File: src/rtl/host_loader_pkg.sv
// rtl/host_loader_pkg.sv - shared types and width helpers for the host session loader
package host_loader_pkg;

    // Session phases. FAULT is entered only on a RUN timeout and left only by start.
    typedef enum logic [2:0] {
        ST_IDLE  = 3'd0,
        ST_LOAD  = 3'd1,
        ST_RUN   = 3'd2,
        ST_DUMP  = 3'd3,
        ST_FAULT = 3'd4
    } state_t;

    // Default session geometry.
    localparam int DEF_LOAD_LEN = 64;
    localparam int DEF_DUMP_LEN = 32;
    localparam int DEF_TIMEOUT  = 4095;

    // Bits needed to hold values 0..n (never less than one bit).
    function automatic int bits_for(input int n);
        return (n < 1) ? 1 : $clog2(n + 1);
    endfunction

    function automatic int max_of(input int a, input int b);
        return (a > b) ? a : b;
    endfunction

    // The byte counter serves both LOAD and DUMP; the timer only RUN.
    localparam int DEF_CNT_W = bits_for(max_of(DEF_LOAD_LEN, DEF_DUMP_LEN));
    localparam int DEF_TMR_W = bits_for(DEF_TIMEOUT);

endpackage

File: src/rtl/run_watchdog.sv
// rtl/run_watchdog.sv - clearable RUN cycle counter flagging the timeout cycle
//
// Ports:
//   clk, reset : clock and synchronous active-high reset
//   clr        : forces the count to zero (held while the core is not running)
//   en         : advances the count by one per cycle
//   expired    : high in the cycle whose count equals TIMEOUT-1
module run_watchdog
    import host_loader_pkg::*;
#(
    parameter int TIMEOUT = DEF_TIMEOUT,
    parameter int W       = bits_for(TIMEOUT)
) (
    input  logic clk,
    input  logic reset,
    input  logic clr,
    input  logic en,
    output logic expired
);

    localparam logic [W-1:0] LAST = W'(TIMEOUT - 1);

    logic [W-1:0] count_q;
    logic [W-1:0] count_d;

    assign expired = (count_q == LAST);

    // Saturates at LAST so a stalled controller never sees the count wrap.
    always_comb begin
        count_d = count_q;
        if (clr) begin
            count_d = '0;
        end else if (en && !expired) begin
            count_d = count_q + 1'b1;
        end
    end

    always_ff @(posedge clk) begin
        if (reset) begin
            count_q <= '0;
        end else begin
            count_q <= count_d;
        end
    end

endmodule

File: src/rtl/host_loader.sv
// rtl/host_loader.sv - host session controller: load image, run core, dump result window
//
// Ports:
//   clk, reset                    : clock and synchronous active-high reset
//   start                         : begin a session (honoured in IDLE or FAULT)
//   in_valid/in_data/in_ready     : load byte stream
//   out_valid/out_data/out_ready  : dump byte stream
//   mem_sel                       : 1 = this block owns the data-memory port
//   mem_wr_en/mem_addr/mem_wr_dat : data-memory write/address port
//   mem_rd_dat                    : combinational read data for mem_addr
//   core_reset/core_done          : core hold-in-reset and completion flag
//   busy/error/session_done       : status
module host_loader
    import host_loader_pkg::*;
#(
    parameter int AW        = 8,
    parameter int LOAD_BASE = 0,
    parameter int LOAD_LEN  = DEF_LOAD_LEN,
    parameter int DUMP_BASE = 64,
    parameter int DUMP_LEN  = DEF_DUMP_LEN,
    parameter int TIMEOUT   = DEF_TIMEOUT
) (
    input  logic          clk,
    input  logic          reset,
    input  logic          start,
    input  logic          in_valid,
    input  logic [7:0]    in_data,
    output logic          in_ready,
    output logic          out_valid,
    output logic [7:0]    out_data,
    input  logic          out_ready,
    output logic          mem_sel,
    output logic          mem_wr_en,
    output logic [AW-1:0] mem_addr,
    output logic [7:0]    mem_wr_dat,
    input  logic [7:0]    mem_rd_dat,
    output logic          core_reset,
    input  logic          core_done,
    output logic          busy,
    output logic          error,
    output logic          session_done
);

    localparam int CNT_W = bits_for(max_of(LOAD_LEN, DUMP_LEN));
    localparam int TMR_W = bits_for(TIMEOUT);

    localparam logic [CNT_W-1:0] LOAD_LAST   = CNT_W'(LOAD_LEN - 1);
    localparam logic [CNT_W-1:0] DUMP_LAST   = CNT_W'(DUMP_LEN - 1);
    localparam logic [AW-1:0]    LOAD_BASE_A = AW'(LOAD_BASE);
    localparam logic [AW-1:0]    DUMP_BASE_A = AW'(DUMP_BASE);

    state_t           state_q, state_d;
    logic [CNT_W-1:0] cnt_q, cnt_d;
    logic             session_done_q, session_done_d;
    logic             running;
    logic             tmr_expired;

    assign running = (state_q == ST_RUN);

    // Timer is held at zero outside RUN, so it always starts from 0 on entry.
    run_watchdog #(
        .TIMEOUT (TIMEOUT),
        .W       (TMR_W)
    ) u_run_watchdog (
        .clk     (clk),
        .reset   (reset),
        .clr     (!running),
        .en      (running),
        .expired (tmr_expired)
    );

    always_comb begin
        state_d        = state_q;
        cnt_d          = cnt_q;
        session_done_d = 1'b0;
        in_ready       = 1'b0;
        out_valid      = 1'b0;
        out_data       = '0;
        mem_wr_en      = 1'b0;
        mem_addr       = '0;
        mem_wr_dat     = '0;

        case (state_q)
            ST_IDLE, ST_FAULT: begin
                if (start) begin
                    state_d = ST_LOAD;
                    cnt_d   = '0;
                end
            end

            ST_LOAD: begin
                // An empty image accepts nothing and moves straight on.
                if (LOAD_LEN == 0) begin
                    state_d = ST_RUN;
                end else begin
                    in_ready   = 1'b1;
                    mem_addr   = LOAD_BASE_A + AW'(cnt_q);
                    mem_wr_dat = in_data;
                    mem_wr_en  = in_valid;
                    if (in_valid) begin
                        cnt_d = cnt_q + 1'b1;
                        if (cnt_q == LOAD_LAST) begin
                            state_d = ST_RUN;
                        end
                    end
                end
            end

            ST_RUN: begin
                // Completion takes priority over a coincident timeout.
                if (core_done) begin
                    state_d = ST_DUMP;
                    cnt_d   = '0;
                end else if (tmr_expired) begin
                    state_d = ST_FAULT;
                end
            end

            ST_DUMP: begin
                if (DUMP_LEN == 0) begin
                    state_d        = ST_IDLE;
                    session_done_d = 1'b1;
                end else begin
                    out_valid = 1'b1;
                    mem_addr  = DUMP_BASE_A + AW'(cnt_q);
                    out_data  = mem_rd_dat;
                    if (out_ready) begin
                        cnt_d = cnt_q + 1'b1;
                        if (cnt_q == DUMP_LAST) begin
                            state_d        = ST_IDLE;
                            session_done_d = 1'b1;
                        end
                    end
                end
            end

            default: begin
                state_d = ST_IDLE;
            end
        endcase
    end

    always_ff @(posedge clk) begin
        if (reset) begin
            state_q        <= ST_IDLE;
            cnt_q          <= '0;
            session_done_q <= 1'b0;
        end else begin
            state_q        <= state_d;
            cnt_q          <= cnt_d;
            session_done_q <= session_done_d;
        end
    end

    // The core owns the memory port exactly while it is out of reset.
    assign mem_sel      = !running;
    assign core_reset   = !running;
    assign busy         = (state_q == ST_LOAD) || running || (state_q == ST_DUMP);
    assign error        = (state_q == ST_FAULT);
    assign session_done = session_done_q;

endmodule

File: config.mk
export PLATFORM = sky130hd
export DESIGN_NAME = host_loader
export DESIGN_NICKNAME = d
export VERILOG_FILES = /design/src/rtl/host_loader_pkg.sv /design/src/rtl/run_watchdog.sv /design/src/rtl/host_loader.sv
export SDC_FILE = /design/constraint.sdc
export NUM_CORES = 1
export LEC_CHECK = 0
export CAP_MARGIN = 10
export CORE_MARGIN = 2
export CORE_UTILIZATION = 47
export CTS_BUF_LIST = sky130_fd_sc_hd__clkbuf_8 sky130_fd_sc_hd__clkbuf_16
export CTS_CLUSTER_DIAMETER = 120
export DETAILED_ROUTE_END_ITERATION = 12
export GPL_TIMING_DRIVEN = 0
export PLACE_DENSITY = 0.85
export SETUP_SLACK_MARGIN = 0.15
export SKIP_CTS_REPAIR_TIMING = 1
export SLEW_MARGIN = 20
export SYNTH_ARGS = -nofsm -noshare
export SYNTH_HDL_FRONTEND = slang
export SYNTH_SLANG_ARGS = --single-unit
File: constraint.sdc
create_clock -name clk -period 3.4 [get_ports clk]
set_clock_uncertainty 0.15 [all_clocks]
set_input_delay 0.34 -clock clk [delete_from_list [all_inputs] [get_ports clk]]
set_output_delay 0.34 -clock clk [all_outputs]
set_load 0.005 [all_outputs]
### After elaboration in Yosys (flattened, before gate mapping)

Index checks and enable logic that the tools add are counted.

* add/subtract/negate cells: 3
* $mul: 0
* divide/modulo/power cells: 0
* order comparisons: 0
* equal/unequal tests: 14
* shifts and indexed selects: 0
* muxes and demuxes: 20
* bitwise gates (word level): 3
* reductions and logical operators: 12

Operators with widths (count)
* 7-bit two-way mux: 4
* 7-bit one-hot mux with 4 select lines: 1
* 3-bit two-way mux: 7
* 8-bit two-way mux: 2
* 8-bit one-hot mux with 2 select lines: 1
* 12-bit by 1-bit adder with 12-bit output, second input constant: 1
* 12-bit == test, second input constant: 1
* 2-bit != test, second input constant: 6
* 3-bit one-hot mux with 4 select lines: 1
* 7-bit by 7-bit adder with 8-bit output, first input constant: 1
* 7-bit by 1-bit adder with 7-bit output, second input constant: 1
* 7-bit by 5-bit == test with 1-bit output, second input constant: 1
* 7-bit by 6-bit == test with 1-bit output, second input constant: 1
* 3-bit by 2-bit == test with 1-bit output, second input constant: 2
* 6-bit AND reduction: 1
* 5-bit AND reduction: 1
* 1-bit two-way mux: 4
* 4-bit nonzero test: 1
* 2-bit OR reduction: 2
* 3-bit by 1-bit == test with 1-bit output, second input constant: 1
* 3-bit == test, second input constant: 1
* 3-bit zero test: 1
* 3-bit by 2-bit != test with 1-bit output, second input constant: 1
* 1-bit inverter: 3
* 4 further kinds: 6

* register bits: 23
* bits in latches: 0
* bits in writable memories: 0
* bits in read-only memories: 0
* input bits: 22
* output and inout port bits: 32
* word-level logic and storage cells: 56
* memories: 0

### Longest topological paths before layout

Gate-level depths: netlist of run 1.

* depth in word-level cells: 4
* mapped depth: 6

### Cells and area by module

A second synthesis of run 1 with hierarchy kept.

* cell total of the unflattened synthesis: 194
* area, all modules: 1492.7 um^2

By module, submodules not included
* host_loader: instances 1, cells each 119, area an instance 864.6 um^2
* run_watchdog: instances 1, cells each 75, area an instance 628.1 um^2

### Least setup slack after synthesis of run 1

OpenSTA, ideal clock, no wires.

* kind: flip-flop to output port
* from: register state_q[0]
* to: output port mem_wr_dat[0]
* arrival: 1.227 ns
* required time: 2.910 ns
* slack: 1.683 ns
* cell stages (with the launch flop): 5
* path through: dfxtp_1 > clkbuf_1 > nand2b_1 > nor2_1 > and2_1

* word-level cells in the longest chain between the ends: 2

RTL lines
* from (decl): line host_loader.sv:52 `state_t state_q, state_d;`
* from (signal assigned): line host_loader.sv:149 `state_q <= state_d;`
* 3-bit by 1-bit == test with 1-bit output: line host_loader.sv:83 `case (state_q)`
* 8-bit two-way mux: line host_loader.sv:83
* to (decl): line host_loader.sv:35 `output logic [7:0] mem_wr_dat,`

Every way passes these cells.

### Final worst setup path of run 1

* from: register state_q[0]
* to: output port mem_wr_dat[6]

The elaborated chain is that of the path after synthesis.

==> metrics.md, run 1 <==
| Metric | Value |
|---|---|
| Post-Syn Nets | `204` |
| Remaining DRCs | `2` |
| CORE AREA | `0.002805 mm^2` |
| Cell family contributing the most delay on the critical path | `simple AND/OR/NAND/NOR gates` |
| Final net count | `262` |
| Reg power frac | `42.8%` |
| Chip Width | `just under 60 um` |
| Switching power | `0.0001911 W` |
| Ys Warns | `0` |
| Synth Area in Adders | `2.648%` |
| Grt ovf | `0` |
| Failing checks | `DRC` |
| PD cells | `323.8 mW/mm^2` |
| Post-route antenna net violation count | `0` |
| TNS Setup | `0 ns` |
| Finished Core Util | `72.57%` |
| Reg clk slew, reported paths | `roughly 0.090 ns` |
| Final setup viols | `0` |
| Post-synthesis mux area share | `around 2.1%` |
| Largest stage delay, worst path | `0.49 ns` |
| Syn Area/Cell | `7.920 um^2` |
| Max-Cap Viols | `0` |
| DRT Pass-1 Iters | `8` |
| Slew HR | `between 50 and 60%` |
| WP data arrival | `2.28 ns` |
| Largest net degree at the start of global routing | `15` |
| RSZ-0062 raised after global routing | `no` |
| Post-Layout Cell Count | `about 270` |
| Crit path max fanout | `10` |
| Layout cells sized above 1 | `6.356%` |
| Switching share of power | `29.00%` |
| Mapped Area | `0.001418 mm^2` |
| Max Clock Freq | `361.5 MHz` |
| Run status | `finished, violations left` |
| Ant diodes | `0` |
| Critical path start-end classification | `reg2out` |
| Ys async rst share | `0%` |
| Pwr Total | `0.0006591 W` |
| Sequential-to-total area share from yosys stat | `32.48%` |
| CTS buffer count | `3` |
| Netlist cell types | `41` |
| Drt total wl | `3.631 mm` |
| Worst-path cell chain | `clkbuf_1, nand2b_1, nor2_1, and2_1, clkdlybuf4s50_1` |
| Syn-to-layout area delta | `43.60%` |
| Max stage delay cell, worst path | `clkdlybuf4s50_1` |
| # rows | `19` |
| CP Launch Type | `flip-flop` |
| Via count | `1516` |
| Io pins | `between 50 and 60` |
| Clock share of power | `26.9%` |
| Main combinational cell family by area after synthesis | `simple AND/OR/NAND/NOR gates` |
| Bufs on Longest Clock Path | `2` |
| GRT Total Usage | `22.21%` |
| Number of buffers added on ports | `53` |
| Post-synthesis cell count | `roughly 180` |
| Top post-synthesis cells by area | `dfxtp_1, and2_1, and3_1` |
| WP data required | `2.91 ns` |
| Root Buffer | `clkbuf_8` |
| Placed cells | `~260` |
| Worst hold slack | `0.3316 ns` |
| Post-synth top area cell | `dfxtp_1` |
| Synth Area in Simple Gates | `between 30% and 40%` |
| First DRT Iteration DRCs | `87` |
| Final GP Congestion | `between 0.8 and 0.9` |
| Primary FF master, synth | `dfxtp_1` |
| Initial antenna violation count | `0` |
| Compound-Gate Fraction of Synth Area | `18.09%` |
| First-pass GRT wire length | `6.072 mm` |
| Number of synthesized flops with an enable pin | `0` |
| Fin crit share | `81.37%` |
| FF+latch count, synth | `23` |
| Internal power | `~0.00047 W` |
| Vias per Instance | `5.678` |
| Number of global-route vias before repair | `roughly 1400` |
| Clock sink count | `23` |
| Crit end category | `primary output` |
| Worst slew pin tran | `0.6027 ns` |
| Clock tree from TritonCTS | `yes` |
| Final hold vios | `0` |
| Yosys top cell area share | `32.48%` |
| H-tree Lvls | `1` |
| DP Wirelength | `between 2 and 3 mm` |
| Leakage | `0.7867 nW` |
| Wire per inst | `13.60 um` |
| Clock Latency Late Sink | `0.27 ns` |
| Die H | `between 50 and 60 um` |
| Hold crit path type | `reg2reg` |
| Peak VDD IR | `0.2080 mV` |
| Fin crit period | `2.767 ns` |
| Die area | `0.003472 mm^2` |
| Final Max Slew Viols | `0` |
| Comb pwr share | `just over 30%` |
| Initial Util | `50.54%` |
| WP buf/inv | `2` |
| Post-Synth XOR/XNOR Area | `1.853%` |
[Yosys cell counts, types with 2 or more instances]
cell type   n
a211oi_1    2
a21oi_1    14
a311oi_1    3
a31oi_1     4
and2_1     17
and3_1     14
and3_2      2
buf_6       2
clkbuf_1    6
dfxtp_1    23
ha_1        3
inv_1       6
mux2i_1     3
nand2_1    10
nand2b_1    3
nand3_1     7
nor2_1     15
nor3_1      6
nor3b_1     3
o21ai_0     8
or3_1       7
xnor2_1     2
[area by class of cell]
type | count | area [um^2]
multi-input combinational | 140 | 877.1
fill | 219 | 769.5
timing repair buffer | 53 | 530.5
sequential | 23 | 460.4
buffer | 10 | 57.56
clock buffer | 3 | 41.29
tap | 31 | 38.79
inverter | 6 | 22.52
clock inverter | 1 | 7.507
[metal layers]
metal	part of all wire, %	global-route usage [%]	vias up
met1	43	27.19	689
met4	1.1	7.792	0
li1	-	-	758
met3	8.1	4.615	5
met2	48	38.41	64
met5	0	0	-
[path summary, 6_finish.rpt]
check,to,slack [ns],depth (start not counted),startpoint
max,mem_wr_dat[6],0.63,5,state_q[0]
min,cnt_q[1],0.33,2,cnt_q[1]
max reg2reg,cnt_q[4],1.51,5,state_q[0]
min reg2reg,cnt_q[1],0.33,2,cnt_q[1]
[placed cells by master, fill, tap and decap left out, drive strengths merged, types with 4 or more instances in the layout]
master | netlist | final
buf | 4 | 4
a21oi | 14 | 14
nand2 | 10 | 10
dfxtp | 23 | 23
nand3 | 7 | 7
inv | 6 | 6
nor2 | 15 | 15
clkdlybuf4s50 | 0 | 53
o21ai | 8 | 8
and3 | 16 | 16
a31oi | 4 | 4
nor3 | 6 | 6
and2 | 17 | 17
clkbuf | 6 | 9
or3 | 7 | 7
[power groups by stage]
stage / logic, W / registers [W] / clock network (W)
after floorplan: 0.0000981 / 0.000287 / 0
after global placement: 0.000194 / 0.000288 / 0
after detailed placement: 0.000199 / 0.000288 / 0
after CTS: 0.000200 / 0.000282 / 0.000179
after global routing: 0.000220 / 0.000283 / 0.000190
final: 0.000200 / 0.000282 / 0.000177
[metrics by stage]
step / setup slack, ns / area, um^2
after floorplan: 1.683 / 1418
after global placement: 0.9984 / 1987
after detailed placement: 0.9187 / 1987
after CTS: 0.6086 / 2036
after global routing: 0.3683 / 2036
final: 0.6335 / 2036
[tightest hold or removal path, stage by stage, from the launching register on]
cell	delay (ns)
dfxtp_1	0.33
nand2_1	0.06
a21oi_1	0.05
[sequential cells by signal, indices dropped and copies added, names as in the netlist]
signal                  count
u_run_watchdog.count_q     12
state_q                     3
session_done                1
cnt_q                       7
[logic make-up (layout without fill, tap and decap cells)]
family	Yosys count	count (layout)
compound gates	38	38
simple gates	93	93
buf+inv	16	73
fa+ha+maj	3	3
flops	23	23
mux	3	3
xor+xnor	3	3
Power figures use the tool's default switching activity.
==> run 2: changes to the inputs <==
CORE_UTILIZATION = 39   (was 47)
PLACE_DENSITY = 0.75   (was 0.85)
clock period = 2.25 ns   (was 3.4 ns; I/O delays follow)
==> metrics.md, run 2 (synthesis gave the netlist of run 1 again) <==
| Metric | Value |
|---|---|
| WP data arrival | `1.76 ns` |
| RSZ-0062 raised after global routing | `yes` |
| Critical path start-end classification | `reg2out` |
| Initial antenna violation count | `0` |
| Clock sink count | `23` |
| Most frequent cells in the layout | `clkdlybuf4s50_1, dfxtp_1, and2_1` |
| Largest Register | `u_run_watchdog.count_q` |
| CP dominant cell by count | `buf_4` |
| CTS buffer count | `3` |
| Max stage delay cell, worst path | `clkdlybuf4s50_1` |
| First DRT Iteration DRCs | `36` |
| Grt ovf | `0` |
| Crit end category | `primary output` |
| Final setup viols | `0` |
| Finished Core Util | `between 60 and 70%` |
| DP Wirelength | `between 2 and 3 mm` |
| Final net count | `269` |
| Fin crit share | `94.71%` |
| First-pass GRT wire length | `5.782 mm` |
| Io pins | `54` |
| Layout cells sized above 1 | `a little over an eighth` |
| Final GP Congestion | `0.7720` |
| Max FFs per register | `12` |
| WP data required | `1.88 ns` |
| H-tree Lvls | `1` |
| Final hold vios | `0` |
| Wire per inst | `~12 um` |
| Pwr Total | `between 0.001 and 0.0015 W` |
| Clock share of power | `25.0%` |
| Worst slew pin tran | `0.6829 ns` |
| Vias per Instance | `5.180` |
| Run status | `complete, no violations` |
| Chip Width | `64.29 um` |
| Leakage | `1.017 nW` |
| Largest stage delay, worst path | `between 0.4 and 0.5 ns` |
| Via count | `1497` |
| Crit path max fanout | `10` |
| Flop2flop setup slack | `about 0.42 ns` |
| DRT Pass-1 Iters | `4` |
| Number of buffers added on ports | `53` |
| Switching share of power | `28.54%` |
| Initial Util | `41.50%` |
| Root Buffer | `clkbuf_8` |
| Number of global-route vias before repair | `1318` |
| Hold crit path type | `reg2reg` |
| Largest net degree at the start of global routing | `14` |
| Die area | `between 0.004 and 0.005 mm^2` |
| Comb pwr share | `34.1%` |
| Commonest non-fill, non-tap cell in the layout | `clkdlybuf4s50_1` |
| Worst-path cell chain | `buf_6, nand2b_4, nor2_4, buf_4, buf_4, clkdlybuf4s50_1` |
| Peak VDD IR | `0.2919 mV` |
| PD cells | `478.6 mW/mm^2` |
| Switching power | `0.0002994 W` |
| Ant diodes | `0` |
| # rows | `21` |
| Remaining DRCs | `0` |
| CP Launch Type | `flip-flop` |
| Drt total wl | `roughly 3.6 mm` |
| Post-route antenna net violation count | `0` |
| Max Clock Freq | `469.3 MHz` |
| Biggest regs | `u_run_watchdog.count_q x12, cnt_q x7, state_q x3` |
| Clock tree from TritonCTS | `yes` |
| Syn-to-layout area delta | `54.63%` |
| Die H | `around 64 um` |
| Final Max Slew Viols | `0` |
| Internal power | `between 0.0007 and 0.0008 W` |
| Reg clk slew, reported paths | `0.09 ns` |
| Slew HR | `approximately 54%` |
| Cell family contributing the most delay on the critical path | `buffers and inverters` |
| GRT Total Usage | `between 10% and 20%` |
| Max-Cap Viols | `0` |
| WP buf/inv | `4` |
| Clock Latency Late Sink | `0.27 ns` |
| Fin crit period | `2.131 ns` |
| Reg power frac | `between 40% and 50%` |
| Bufs on Longest Clock Path | `2` |
| CORE AREA | `0.003416 mm^2` |
## run 2: cell types whose count changed in the layout (fill, tap and decap cells not counted), moves of 2 or more
| cell | before | now |
|---|---|---|
| clkdlybuf4s50_1 | 53 | 43 |
| dlymetal6s2s_1 | 0 | 10 |
| buf_4 | 1 | 10 |
| clkbuf_1 | 6 | 1 |
| buf_6 | 2 | 5 |
| dfxtp_1 | 23 | 21 |
| dfxtp_2 | 0 | 2 |
## run 2: layout make-up
type	instances	area, um^2
clock buffer	3	41.29
timing repair buffer	60	608.1
fill	301	1224
clock inverter	1	5.005
sequential	23	462.9
multi-input combinational	140	904.6
inverter	6	22.52
tap	46	57.56
buffer	10	90.09
## run 2: worst register-to-register path, cell delays in order (launching register included)
cell and delay [ns]:
dfxtp_1 0.42, inv_1 0.07, ha_1 0.21, and3_1 0.21
nand4_2 0.21, o21ai_0 0.12, a311oi_1 0.33
## run 2: stage by stage
stage / cell area [um^2] / setup TNS, ns / setup slack (ns) / hold WS (ns) / std cells
5_1_grt: 2192 / 0 / 0.06372 / 0.3781 / 289
3_5_place_dp: 2006 / -1.013 / -0.1194 / 0.3263 / 278
6_report: 2192 / 0 / 0.1190 / 0.3345 / 289
4_1_cts: 2052 / -6.171 / -0.4259 / 0.3366 / 282
2_1_floorplan: 1418 / 0 / 0.5603 / 0.2576 / 179
3_3_place_gp: 2006 / -0.8298 / -0.1017 / 0.3126 / 278
## run 2: metal layers
| metal | vias to the layer above | wire (um) | global-route usage, % | part of all wire [%] |
|---|---|---|---|---|
| met3 | 4 | 221 | 3.345 | 6.2 |
| met4 | 0 | 63 | 7.979 | 1.8 |
| met1 | 674 | 1754 | 22.26 | 49 |
| met2 | 49 | 1512 | 27.86 | 43 |
| met5 | - | 0 | 0 | 0 |
| li1 | 770 | - | - | - |
## run 2: path summary, 6_finish.rpt
kind	startpoint	to	cells past startpoint
worst max-delay path	state_q[2]	in_ready	6
worst min-delay path	cnt_q[1]	cnt_q[1]	2
worst max register to register	u_run_watchdog.count_q[0]	state_q[1]	6
worst min register to register	cnt_q[1]	cnt_q[1]	2
## run 2: power groups by stage
| stage | clock network (W) | logic, W | registers [W] |
|---|---|---|---|
| after global routing | 0.000286 | 0.000393 | 0.000432 |
| after global placement | 0 | 0.000299 | 0.000435 |
| after floorplan | 0 | 0.000148 | 0.000434 |
| final | 0.000262 | 0.000358 | 0.000429 |
| after detailed placement | 0 | 0.000302 | 0.000436 |
| after CTS | 0.000264 | 0.000304 | 0.000426 |
==> run 3: changes to the inputs <==
MAX_ROUTING_LAYER = met4   (was unset)
==> metrics.md, run 3 (synthesis gave the netlist of run 1 again) <==
| Metric | Value |
|---|---|
| Root Buffer | `clkbuf_8` |
| Crit path max fanout | `10` |
| Number of buffers added on ports | `53` |
| Syn-to-layout area delta | `54.63%` |
| Post-route antenna net violation count | `0` |
| Final hold vios | `0` |
| Run status | `complete, no violations` |
| Wire per inst | `12.27 um` |
| WP data arrival | `1.76 ns` |
| Fin crit share | `94.72%` |
| CORE AREA | `0.003416 mm^2` |
| Commonest non-fill, non-tap cell in the layout | `clkdlybuf4s50_1` |
| Hold_sp | `cnt_q[1]` |
| Io pins | `54` |
| Leakage | `1.017 nW` |
| Reg2reg start | `u_run_watchdog.count_q[0]` |
| Final net count | `269` |
| Remaining DRCs | `0` |
| Critical Path Source | `state_q[2]` |
| Slew HR | `53.84%` |
| Drt total wl | `3.546 mm` |
| Placed inst area | `about 0.002 mm^2` |
| Via count | `between 1000 and 1500` |
| TNS Setup | `0 ns` |
| Bufs on Longest Clock Path | `2` |
| Most frequent cells in the layout | `clkdlybuf4s50_1, dfxtp_1, and2_1` |
| Largest stage delay, worst path | `0.48 ns` |
| Clock sink count | `23` |
| Max-Cap Viols | `0` |
| CP dominant cell by count | `buf_4` |
| DRT Pass-1 Iters | `4` |
| Chip Width | `64.29 um` |
| Initial antenna violation count | `0` |
| Vias per Instance | `5.176` |
| Worst slew pin tran | `approximately 0.68 ns` |
| Reg clk slew, reported paths | `0.09 ns` |
| Clock Latency Late Sink | `between 0.2 and 0.3 ns` |
| FF-to-FF End | `state_q[1]` |
| Ant diodes | `0` |
| Fin crit period | `~2.1 ns` |
| First DRT Iteration DRCs | `36` |
| Post-Layout Cell Count | `approximately 290` |
| Design Area, Final | `~0.0022 mm^2` |
| Number of global-route vias before repair | `approximately 1300` |
| Grt ovf | `0` |
| WP data required | `1.88 ns` |
| Final Max Slew Viols | `0` |
| # rows | `21` |
| First-pass GRT wire length | `~5.8 mm` |
| Max Clock Freq | `around 470 MHz` |
| Peak VDD IR | `0.2921 mV` |
| Max FFs per register | `12` |
| Crit end category | `primary output` |
| Die area | `0.004133 mm^2` |
| Biggest regs | `u_run_watchdog.count_q x12, cnt_q x7, state_q x3` |
| Critical path start-end classification | `reg2out` |
| CTS buffer count | `3` |
| Hold crit path type | `reg2reg` |
| PD cells | `478.7 mW/mm^2` |
| CP Launch Type | `flip-flop` |
| RSZ-0062 raised after global routing | `yes` |
| Clock tree from TritonCTS | `yes` |
| Final setup viols | `0` |
| Placed cells | `between 200 and 300` |
| Layout cells sized above 1 | `13.58%` |
| Final GP Congestion | `around 0.8` |
| Flop2flop setup slack | `0.42 ns` |
| DP Wirelength | `approximately 2.6 mm` |
| Die H | `around 64 um` |
| Pwr Total | `0.001049 W` |
| Worst-path cell chain | `buf_6, nand2b_4, nor2_4, buf_4, buf_4, clkdlybuf4s50_1` |
| Largest Register | `u_run_watchdog.count_q` |
| Initial Util | `about 42%` |
| H-tree Lvls | `1` |
| GRT Total Usage | `17.79%` |
| Largest net degree at the start of global routing | `14` |
| Max stage delay cell, worst path | `clkdlybuf4s50_1` |
| Fillers | `301` |
| CP Capture Point | `in_ready` |
| R2R cell count | `6` |
## run 3: critical path, delay by kind of cell (launching register included)
| family | cells | cell delay [ns] |
|---|---|---|
| buffers and inverters | 4 | 0.86 |
| and+or+nand+nor | 2 | 0.28 |
| DFF | 1 | 0.35 |
## run 3: routing by layer
metal / routed length, um / share of wire [%] / vias to the layer above / GRT usage [%]
met1: 1759 / 50 / 673 / 22.37
met3: 215 / 6.1 / 4 / 3.169
met5: 0 / 0 / - / -
met4: 61 / 1.7 / 0 / 7.979
met2: 1510 / 43 / 49 / 27.86
li1: - / - / 770 / -
## run 3: cell type report
class | count | area [um^2] | area share [%]
Sequential cell | 23 | 462.9 | 21.12
Buffer | 10 | 90.09 | 4.110
Inverter | 6 | 22.52 | 1.027
Tap cell | 46 | 57.56 | 2.626
Clock buffer | 3 | 41.29 | 1.884
Timing Repair Buffer | 60 | 608.1 | 27.74
Clock inverter | 1 | 5.005 | 0.2283
Multi-Input combinational cell | 140 | 904.6 | 41.27
## run 3: how the worst min path moves through the flow
| stage | depth (start not counted) | end | slack, ns |
|---|---|---|---|
| floorplan | 2 | state_q[2] | 0.26 |
| global placement | 2 | u_run_watchdog.count_q[4] | 0.31 |
| detailed placement | 2 | cnt_q[1] | 0.33 |
| CTS | 2 | cnt_q[1] | 0.34 |
| global route | 2 | cnt_q[1] | 0.38 |
| finish | 2 | cnt_q[1] | 0.33 |
## run 3: per-stage QoR
| step | hold slack [ns] | worst slack (ns) | utilization (%) |
|---|---|---|---|
| after global placement | 0.3126 | -0.1017 | 58.72 |
| after floorplan | 0.2576 | 0.5603 | - |
| after detailed placement | 0.3263 | -0.1194 | 58.72 |
| after CTS | 0.3366 | -0.4259 | 60.07 |
| final | 0.3345 | 0.1189 | 64.18 |
| after global routing | 0.3781 | 0.06373 | 64.18 |
## run 3: report_power, final
part / total (W) / internal [W] / switching [W]
clock: 0.000262 / 0.000124 / 0.000138
combinational: 0.000358 / 0.000207 / 0.000151
sequential: 0.000429 / 0.000419 / 0.0000108
total: 0.00105 / 0.000750 / 0.000300
